## config.mk

```make
export PLATFORM = sky130hd
export DESIGN_NAME = data_memory_arbiter_flat
export DESIGN_NICKNAME = d
export VERILOG_FILES = /design/src/rtl/data_memory_arbiter_if.sv /design/src/rtl/data_memory_arbiter.sv /design/src/flat_wrapper.sv
export SDC_FILE = /design/constraint.sdc
export NUM_CORES = 1
export LEC_CHECK = 0
export CAP_MARGIN = 20
export CORE_MARGIN = 5
export CORE_UTILIZATION = 34
export CTS_BUF_LIST = sky130_fd_sc_hd__clkbuf_8
export DETAILED_ROUTE_END_ITERATION = 7
export GPL_TIMING_DRIVEN = 0
export PLACE_DENSITY = 0.7
export REMOVE_ABC_BUFFERS = 1
export SYNTH_ARGS = -nofsm -noshare
export SYNTH_HDL_FRONTEND = slang
export SYNTH_SLANG_ARGS = --single-unit
```

## constraint.sdc

```tcl
create_clock -name clock -period 1.6 [get_ports clock]
set_input_delay 0.24 -clock clock [delete_from_list [all_inputs] [get_ports clock]]
set_output_delay 0.24 -clock clock [all_outputs]
set_load 0.03 [all_outputs]
```

## src/rtl/data_memory_arbiter_if.sv

```systemverilog
// Signal bundle shared by the data-memory arbiter, its two requesters and the RAM.
// The slave view belongs to the arbiter; the master view to requesters plus RAM.
interface data_memory_arbiter_if #(
    parameter int ADDRESS_WIDTH       = 32,
    parameter int DATA_WIDTH          = 32,
    parameter int DEBUG_ADDRESS_WIDTH = 6
) ();
    logic                           cpu_req;
    logic                           cpu_we;
    logic [ADDRESS_WIDTH-1:0]       cpu_address;
    logic [DATA_WIDTH-1:0]          cpu_write_data;
    logic [DATA_WIDTH-1:0]          cpu_read_data;
    logic                           cpu_ack;

    logic                           dbg_req;
    logic                           dbg_we;
    logic [DEBUG_ADDRESS_WIDTH-1:0] dbg_address;
    logic [DATA_WIDTH-1:0]          dbg_write_data;
    logic [DATA_WIDTH-1:0]          dbg_read_data;
    logic                           dbg_ack;

    logic [ADDRESS_WIDTH-1:0]       mem_address;
    logic [DATA_WIDTH-1:0]          mem_write_data;
    logic                           mem_we;
    logic [DATA_WIDTH-1:0]          mem_read_data;

    logic                           busy;
    logic                           grant_debug;

    modport slave (
        input  cpu_req,
        input  cpu_we,
        input  cpu_address,
        input  cpu_write_data,
        output cpu_read_data,
        output cpu_ack,
        input  dbg_req,
        input  dbg_we,
        input  dbg_address,
        input  dbg_write_data,
        output dbg_read_data,
        output dbg_ack,
        output mem_address,
        output mem_write_data,
        output mem_we,
        input  mem_read_data,
        output busy,
        output grant_debug
    );

    modport master (
        output cpu_req,
        output cpu_we,
        output cpu_address,
        output cpu_write_data,
        input  cpu_read_data,
        input  cpu_ack,
        output dbg_req,
        output dbg_we,
        output dbg_address,
        output dbg_write_data,
        input  dbg_read_data,
        input  dbg_ack,
        input  mem_address,
        input  mem_write_data,
        input  mem_we,
        output mem_read_data,
        input  busy,
        input  grant_debug
    );
endinterface

```

## src/rtl/data_memory_arbiter.sv

```systemverilog
// Serializes processor and debug accesses onto one data RAM port.
// Processor wins ties until the debug side has waited STARVATION_LIMIT grants.
module data_memory_arbiter #(
    parameter int ADDRESS_WIDTH       = 32,
    parameter int DATA_WIDTH          = 32,
    parameter int DEBUG_ADDRESS_WIDTH = 6,
    parameter int READ_LATENCY        = 1,
    parameter int STARVATION_LIMIT    = 4
) (
    input logic                  clock,
    input logic                  reset,
    data_memory_arbiter_if.slave bus
);
    localparam int CW = (READ_LATENCY > 1) ? $clog2(READ_LATENCY) : 1;
    localparam int SW = (STARVATION_LIMIT > 0) ? $clog2(STARVATION_LIMIT + 1) : 1;
    localparam logic [CW-1:0] LAST_CNT = CW'(READ_LATENCY - 1);
    localparam logic [SW-1:0] STARVE_MAX = SW'(STARVATION_LIMIT);

    typedef enum logic [1:0] {
        IDLE,
        ACCESS,
        ACK
    } state_t;

    state_t                   state;
    logic [CW-1:0]            lat_cnt;
    logic [SW-1:0]            starve_count;
    logic                     req_we;

    logic                     any_req;
    logic                     pick_dbg;
    logic                     we_sel;
    logic [ADDRESS_WIDTH-1:0] dbg_address_ext;
    logic [ADDRESS_WIDTH-1:0] address_sel;
    logic [DATA_WIDTH-1:0]    write_data_sel;

    assign any_req  = bus.cpu_req | bus.dbg_req;
    assign pick_dbg = bus.dbg_req & (~bus.cpu_req | (starve_count == STARVE_MAX));

    assign dbg_address_ext = {{(ADDRESS_WIDTH - DEBUG_ADDRESS_WIDTH){1'b0}}, bus.dbg_address};

    assign we_sel         = pick_dbg ? bus.dbg_we : bus.cpu_we;
    assign address_sel    = pick_dbg ? dbg_address_ext : bus.cpu_address;
    assign write_data_sel = pick_dbg ? bus.dbg_write_data : bus.cpu_write_data;

    always_ff @(posedge clock or negedge reset) begin
        if (!reset) begin
            state              <= IDLE;
            lat_cnt            <= '0;
            starve_count       <= '0;
            req_we             <= 1'b0;
            bus.mem_address    <= '0;
            bus.mem_write_data <= '0;
            bus.mem_we         <= 1'b0;
            bus.cpu_read_data  <= '0;
            bus.cpu_ack        <= 1'b0;
            bus.dbg_read_data  <= '0;
            bus.dbg_ack        <= 1'b0;
            bus.busy           <= 1'b0;
            bus.grant_debug    <= 1'b0;
        end else begin
            unique case (state)
                IDLE: begin
                    if (any_req) begin
                        state              <= ACCESS;
                        lat_cnt            <= '0;
                        req_we             <= we_sel;
                        bus.mem_address    <= address_sel;
                        bus.mem_write_data <= write_data_sel;
                        bus.mem_we         <= we_sel;
                        bus.busy           <= 1'b1;
                        bus.grant_debug    <= pick_dbg;
                    end
                    // A waiting debug request ages on every processor grant.
                    if (pick_dbg || !bus.dbg_req) begin
                        starve_count <= '0;
                    end else if (starve_count != STARVE_MAX) begin
                        starve_count <= starve_count + SW'(1);
                    end
                end
                ACCESS: begin
                    bus.mem_we <= 1'b0;
                    if (lat_cnt == LAST_CNT) begin
                        state <= ACK;
                        if (bus.grant_debug) begin
                            bus.dbg_ack <= 1'b1;
                            if (!req_we) bus.dbg_read_data <= bus.mem_read_data;
                        end else begin
                            bus.cpu_ack <= 1'b1;
                            if (!req_we) bus.cpu_read_data <= bus.mem_read_data;
                        end
                    end else begin
                        lat_cnt <= lat_cnt + CW'(1);
                    end
                end
                ACK: begin
                    state           <= IDLE;
                    bus.cpu_ack     <= 1'b0;
                    bus.dbg_ack     <= 1'b0;
                    bus.busy        <= 1'b0;
                    bus.grant_debug <= 1'b0;
                end
                default: begin
                    state <= IDLE;
                end
            endcase
        end
    end
endmodule

```

## src/flat_wrapper.sv

```systemverilog
// flat-port wrapper written by rule: the top's interface ports become plain ports
module data_memory_arbiter_flat 
#(
    parameter int ADDRESS_WIDTH       = 32,
    parameter int DATA_WIDTH          = 32,
    parameter int DEBUG_ADDRESS_WIDTH = 6,
    parameter int READ_LATENCY        = 1,
    parameter int STARVATION_LIMIT    = 4
)
  (clock, reset, bus_cpu_req, bus_cpu_we, bus_cpu_address, bus_cpu_write_data, bus_cpu_read_data, bus_cpu_ack, bus_dbg_req, bus_dbg_we, bus_dbg_address, bus_dbg_write_data, bus_dbg_read_data, bus_dbg_ack, bus_mem_address, bus_mem_write_data, bus_mem_we, bus_mem_read_data, bus_busy, bus_grant_debug);
  data_memory_arbiter_if #(.ADDRESS_WIDTH(ADDRESS_WIDTH), .DATA_WIDTH(DATA_WIDTH), .DEBUG_ADDRESS_WIDTH(DEBUG_ADDRESS_WIDTH)) bus_i ();
  input logic clock;
  input logic reset;
  input wire logic [$bits(bus_i.cpu_req)-1:0] bus_cpu_req;
  input wire logic [$bits(bus_i.cpu_we)-1:0] bus_cpu_we;
  input wire logic [$bits(bus_i.cpu_address)-1:0] bus_cpu_address;
  input wire logic [$bits(bus_i.cpu_write_data)-1:0] bus_cpu_write_data;
  output wire logic [$bits(bus_i.cpu_read_data)-1:0] bus_cpu_read_data;
  output wire logic [$bits(bus_i.cpu_ack)-1:0] bus_cpu_ack;
  input wire logic [$bits(bus_i.dbg_req)-1:0] bus_dbg_req;
  input wire logic [$bits(bus_i.dbg_we)-1:0] bus_dbg_we;
  input wire logic [$bits(bus_i.dbg_address)-1:0] bus_dbg_address;
  input wire logic [$bits(bus_i.dbg_write_data)-1:0] bus_dbg_write_data;
  output wire logic [$bits(bus_i.dbg_read_data)-1:0] bus_dbg_read_data;
  output wire logic [$bits(bus_i.dbg_ack)-1:0] bus_dbg_ack;
  output wire logic [$bits(bus_i.mem_address)-1:0] bus_mem_address;
  output wire logic [$bits(bus_i.mem_write_data)-1:0] bus_mem_write_data;
  output wire logic [$bits(bus_i.mem_we)-1:0] bus_mem_we;
  input wire logic [$bits(bus_i.mem_read_data)-1:0] bus_mem_read_data;
  output wire logic [$bits(bus_i.busy)-1:0] bus_busy;
  output wire logic [$bits(bus_i.grant_debug)-1:0] bus_grant_debug;
  assign bus_i.cpu_req = bus_cpu_req;
  assign bus_i.cpu_we = bus_cpu_we;
  assign bus_i.cpu_address = bus_cpu_address;
  assign bus_i.cpu_write_data = bus_cpu_write_data;
  assign bus_cpu_read_data = bus_i.cpu_read_data;
  assign bus_cpu_ack = bus_i.cpu_ack;
  assign bus_i.dbg_req = bus_dbg_req;
  assign bus_i.dbg_we = bus_dbg_we;
  assign bus_i.dbg_address = bus_dbg_address;
  assign bus_i.dbg_write_data = bus_dbg_write_data;
  assign bus_dbg_read_data = bus_i.dbg_read_data;
  assign bus_dbg_ack = bus_i.dbg_ack;
  assign bus_mem_address = bus_i.mem_address;
  assign bus_mem_write_data = bus_i.mem_write_data;
  assign bus_mem_we = bus_i.mem_we;
  assign bus_i.mem_read_data = bus_mem_read_data;
  assign bus_busy = bus_i.busy;
  assign bus_grant_debug = bus_i.grant_debug;
  data_memory_arbiter #(.ADDRESS_WIDTH(ADDRESS_WIDTH), .DATA_WIDTH(DATA_WIDTH), .DEBUG_ADDRESS_WIDTH(DEBUG_ADDRESS_WIDTH), .READ_LATENCY(READ_LATENCY), .STARVATION_LIMIT(STARVATION_LIMIT)) u_core (.clock(clock), .reset(reset), .bus(bus_i));
endmodule
```

==> results.toml, run 1 <==
[outcome]
outcome = "complete, no violations"

[placed_design]
place_ws_ps = -1420
dp.final_hpwl_um = 13600
place.gp.congestion = 0.807
port_buffers = 272
dp.cells = 956

[sta]
finalHoldWorstSlack_ps = 321
relSlewSlack = 0.368
max_freq_ghz = 0.640
fin_crit_ps = 1560
setup_violations = 0
clock_skew_ps = 11.7
worst_pin_slew_ps = 948
period_share = 0.976
finalHoldViolations = 0
rsz0062_at_grt = "yes"
slew_violations = 0
setup_tns_ps = 0
fin_ws_ps = 38.1

[routing]
num_vias = 5474
drc = 0
wl_per_cell_um = 20.9
wl_um = 21200
ant_nets = 0
drt_iter0_markers = 256
via_per_inst = 5.40
dr.pass1.iters = 4

[cells_and_area]
drive_above_1_share = 0.127
finalNonFillerCells = 1014
antenna_cells = 0
fillers = 1512
nNetsFinal = 918
syn_to_final_growth_pct = 59.9

[clock_tree]
numCtsBuffers = 17
clk_latency_ps = 450
cts_tree = "yes"
clk_pin_slew_ps = 90
htree_levels = 4
cts_max_path_buffers = 2
clock-sinks = 139
cts-root-buf = "clkbuf_8"

[die]
die_y_um = 143
die_w_um = 143
rows = 48
start_util = 0.347
core_region_area_um2 = 17400
pin_count = 273
die-area_um2 = 20400

[yosys]
synth_most_common_cell = "dfrtp_1"
yosysWarnings = 0
syn_area_um2 = 6010
synth_top_area_frac = 0.578
syn_inst = 504
synthArstFlopShare = 1.00
synth-edff-count = 0
synthTopCellsByCount = "139 x dfrtp_1, 66 x nand3_1, 60 x mux2_1"
yosysTopAreaCell = "dfrtp_1"
synth_area_leaders = "dfrtp_1 58%, mux2_1 11%, nand3_1 5.5%"
synth.distinct_cells = 31
ys_seq_elements = 139
synth_flop_cell = "dfrtp_1"
seq_area_frac_synth = 0.578
synth.avg_cell_area_um2 = 11.9

[worst_setup_path]
r2r_slack_ps = 40
cp_num_cells = 6
crit_type = "reg -> reg"
cp.required_ps = 1960
path_delay_family = "buffers and inverters"
crit_slowest_cell = "dfrtp_2"
cp_max_fo = 21
rr_worst_depth = 6
critPathLaunchType = "register"
critPathBufInv = 3
end_kind = "register"
crit_chain = "buf_4, nor2_4, buf_12, buf_16, nand3_1, o211ai_1"
max_stage_delay_ps = 420
arrival_ps = 1930

[global_routing]
grt_max_degree = 76
overflow = 0
grt_pass1_vias = 5690
grt_pass1_wl_um = 30900
antenna_found_initial = 0
grt_use_total = 0.194

[run]
drv_cap = 0

[worst_hold_path]
hold_path_class = "in -> reg"
min_path_cells = 3

[power]
power_density_nw_per_um2 = 2080
ir_drop_uv = 1020
power_leakage_nw = 4.15
## cell type report
cell class                      instances  area, µm²  share of cell area
Sequential cell                       139       3480               0.362
Tap cell                              225        282              0.0293
Clock inverter                         14        150              0.0156
Timing Repair Buffer                  300       2980               0.310
Clock buffer                           18        248              0.0258
Multi-Input combinational cell        313       2450               0.255
Inverter                                5       18.8             0.00195
## final timing paths
path                                               from                       endpoint
max                                     u_core.state[1]  u_core.bus.mem_write_data[23]
min in group asynchronous                         reset   u_core.bus.cpu_read_data[15]
min                                         bus_dbg_req         u_core.bus.grant_debug
min reg2reg                u_core.bus.cpu_read_data[27]   u_core.bus.cpu_read_data[27]
max reg2reg                             u_core.state[1]  u_core.bus.mem_write_data[23]
max in group asynchronous                         reset  u_core.bus.mem_write_data[30]
## layer usage
layer / track usage / vias up / wire [µm] / share of wire
li1: - / 2449 / - / -
met1: 0.234 / 2690 / 8260 / 0.39
met3: 0.0804 / 36 / 2260 / 0.11
met4: 0.0625 / 0 / 501 / 0.024
met2: 0.318 / 299 / 10200 / 0.48
met5: 0 / - / 0 / 0
## sequential cells by signal (all words and copies together), names as in the netlist, 2 cells and up
signal	count
u_core.state	2
u_core.bus.cpu_read_data	32
u_core.bus.mem_address	32
u_core.starve_count	3
u_core.bus.mem_write_data	32
u_core.bus.dbg_read_data	32
## power by group
| part | total (mW) | switching [mW] | internal [mW] | leakage [nW] |
|---|---|---|---|---|
| clock | 2.85 | 1.52 | 1.33 | 0.198 |
| sequential | 6.14 | 0.913 | 5.23 | 1.69 |
| combinational | 11.0 | 6.87 | 4.10 | 2.26 |
## kinds of logic (layout without fill, tap and decap cells)
family                     Yosys count  after routing  synth area share
AOI/OAI and AO/OA                  115            117             0.131
adders and majority gates            2              2           0.00416
buffers and inverters               57            337            0.0468
DFF                                139            139             0.578
muxes                               64             64             0.120
and+or+nand+nor                    127            130             0.120
## worst min-delay path, stage by stage
cell and delay [ps]:
buf_4 290, nand3_1 130, o21ai_1 60
## through the flow
stage                      util  power, mW  cell area (µm²)
after detailed placement  0.514       17.4             8920
after global placement    0.504       16.8             8760
after CTS                 0.541       19.5             9390
after floorplan               -       12.2             5750
after global routing      0.554       21.1             9610
final                     0.554       20.0             9610
## cells in the final DEF (no fill, tap or decap), types with 3 or more instances in the layout
cell / instances
buf_12: 5
buf_16: 4
buf_4: 14
buf_6: 3
clkbuf_8: 18
clkdlybuf4s50_1: 136
dfrtp_1: 137
dlygate4sd2_1: 132
inv_1: 4
inv_6: 5
mux2_1: 60
mux2_2: 4
nand2_1: 8
nand3_1: 66
nand4_1: 40
nor2_4: 3
o211ai_1: 39
o21ai_0: 38
o21ai_1: 5
o2bb2ai_1: 13
o2bb2ai_2: 14
or2_4: 3
## repair_timing
action / 4_1_cts / 5_1_grt
hold buffers: 1 / 0
endpoints found under the hold margin: 64 / 0
endpoints found under the setup margin: 267 / 96
pin swaps: 5 / 4
gates cloned: 4 / 4
resized for setup: 147 / 24
buffers inserted: 13 / 4
Power figures use the tool's default switching activity.
==> inputs of run 2 (changes only) <==
--- a/config.mk
+++ b/config.mk
@@ -13,6 +13,7 @@
 export GPL_TIMING_DRIVEN = 0
 export PLACE_DENSITY = 0.7
 export REMOVE_ABC_BUFFERS = 1
+export SKIP_CTS_REPAIR_TIMING = 1
 export SYNTH_ARGS = -nofsm -noshare
 export SYNTH_HDL_FRONTEND = slang
 export SYNTH_SLANG_ARGS = --single-unit
==> run 2 against run 1 <==
The run now ends with setup timing left. Cell count rose by 0.79%. First-iteration DRC count grew 14%. Power increased by 10%. Largest cell class is now buffers. Largest power group unchanged. Highest routed layer unchanged.
==> results.toml, run 2 (synthesized netlist as in run 1, its figures left out) <==
[worst_setup_path]
max_stage_delay_ps = 510
r2r_slack_ps = -50
end_kind = "register"
crit_slowest_cell = "dfrtp_2"
rr_endpoint = "u_core.bus.dbg_read_data[14]"
cp_num_cells = 5
path_delay_family = "flip-flops"
critPathLaunchType = "register"
rr_worst_depth = 5
crit_type = "reg -> reg"
cp_max_fo = 8
crit_chain = "nand2b_4, nor3_4, buf_12, clkbuf_16, mux2_4"
arrival_ps = 1980
worstReg2RegStart = "u_core.state[0]"
critPathBufInv = 2
cp.required_ps = 1930

[global_routing]
overflow = 0
top_usage_layer = "met2"
grt_max_degree = 76
antenna_found_initial = 0
grt_pass1_vias = 5520
use_met3 = 0.0780
grt_util_met2 = 0.300
grt_use_total = 0.182
grt_pass1_wl_um = 29300
use_met1 = 0.215

[die]
core_region_area_um2 = 17400
rows = 48
die_y_um = 143
die_w_um = 143
die-area_um2 = 20400
pin_count = 273
start_util = 0.347

[worst_hold_path]
whs_endpoint = "u_core.bus.mem_address[10]"
min_from = "bus_cpu_address[10]"
min_path_cells = 3
hold_path_class = "in -> reg"

[cells_and_area]
drive_above_1_share = 0.192
antenna_cells = 0
multi_input_area_um2 = 2590
syn_to_final_growth_pct = 73.8
fillers = 1309
regArea_um2 = 3480
nNetsFinal = 926
final_common_cell = "dfrtp_1"
most-common-layout-cells = "137 x dfrtp_1, 136 x clkdlybuf4s50_1, 134 x dlymetal6s2s_1, 66 x nand3_1, 60 x mux2_4"
finalNonFillerCells = 1022

[outcome]
violations = "setup timing"
outcome = "finished with violations"

[sta]
rsz0062_at_grt = "yes"
relSlewSlack = 0.538
worst_pin_slew_ps = 693
finalHoldViolations = 0
finalHoldWorstSlack_ps = 339
setup_tns_ps = -317
clock_skew_ps = 11.3
setup_violations = 18
slew_violations = 0
period_share = 1.03
fin_crit_ps = 1650
fin_ws_ps = -45.9
max_freq_ghz = 0.608

[routing]
ant_nets = 0
via_per_inst = 5.49
wl_per_cell_um = 22.4
drt_iter0_markers = 293
dr.pass1.iters = 5
num_vias = 5608
wl_um = 22900
drc = 0

[clock_tree]
cts_max_path_buffers = 2
htree_levels = 4
clk_pin_slew_ps = 90
numCtsBuffers = 17
clk_latency_ps = 450
cts_tree = "yes"
clock-sinks = 139
cts-root-buf = "clkbuf_8"

[placed_design]
port_buffers = 272
place.gp.congestion = 0.807
dp.final_hpwl_um = 13600
place_ws_ps = -1420
dp.cells = 956

[power]
power_density_nw_per_um2 = 2110
ir_drop_uv = 1130
power_leakage_nw = 5.58
p_total_mw = 22.0

[run]
drv_cap = 0
==> run 2: cell types whose count changed in the layout (fill, tap and decap cells not counted), sizes merged <==
| cell | before | now |
|---|---|---|
| dlygate4sd2 | 132 | 0 |
| or2 | 3 | 2 |
| clkbuf | 20 | 28 |
| dlymetal6s2s | 1 | 134 |
| buf | 26 | 28 |
| clkdlybuf4s15 | 1 | 0 |
| bufbuf | 1 | 0 |
==> run 2: layer usage <==
layer | wire, µm | part of all wire | up-vias
li1 | - | - | 2462
met5 | 0 | 0 | -
met1 | 8850 | 0.39 | 2795
met3 | 2300 | 0.10 | 31
met4 | 449 | 0.020 | 0
met2 | 11300 | 0.49 | 320
==> run 2: how the worst max path moves through the flow <==
stage                                     to            start
2_1_floorplan     u_core.bus.mem_address[10]  u_core.state[0]
3_3_place_gp   u_core.bus.mem_write_data[11]            reset
3_5_place_dp               u_core.bus.mem_we      bus_dbg_req
4_1_cts                    u_core.bus.mem_we  u_core.state[0]
5_1_grt         u_core.bus.dbg_read_data[14]  u_core.state[0]
6_report        u_core.bus.dbg_read_data[14]  u_core.state[0]
==> run 2: report_power, final <==
group          internal (mW)  total [mW]  switching (mW)
Clock                   1.33        2.85            1.53
Combinational           5.86        12.9            7.05
Sequential              5.23        6.25            1.02
Total                   12.4        22.0            9.60
==> run 2: per-stage QoR <==
stage | util | area [µm²]
CTS | 0.537 | 9320
global route | 0.602 | 10500
global placement | 0.504 | 8760
detailed placement | 0.514 | 8920
finish | 0.602 | 10500
floorplan | - | 5750
==> run 2: cell type report <==
class                           count  share of cell area
Timing Repair Buffer              309               0.352
Tap cell                          225              0.0269
Inverter                            5             0.00180
Sequential cell                   139               0.333
Clock inverter                     14              0.0144
Clock buffer                       18              0.0237
Multi-Input combinational cell    312               0.248
==> run 2: worst register-to-register path: stages, from the launching register on <==
cell and delay [ps]:
dfrtp_2 510, nand2b_4 110, nor3_4 230, buf_12 180, clkbuf_16 190, mux2_4 320
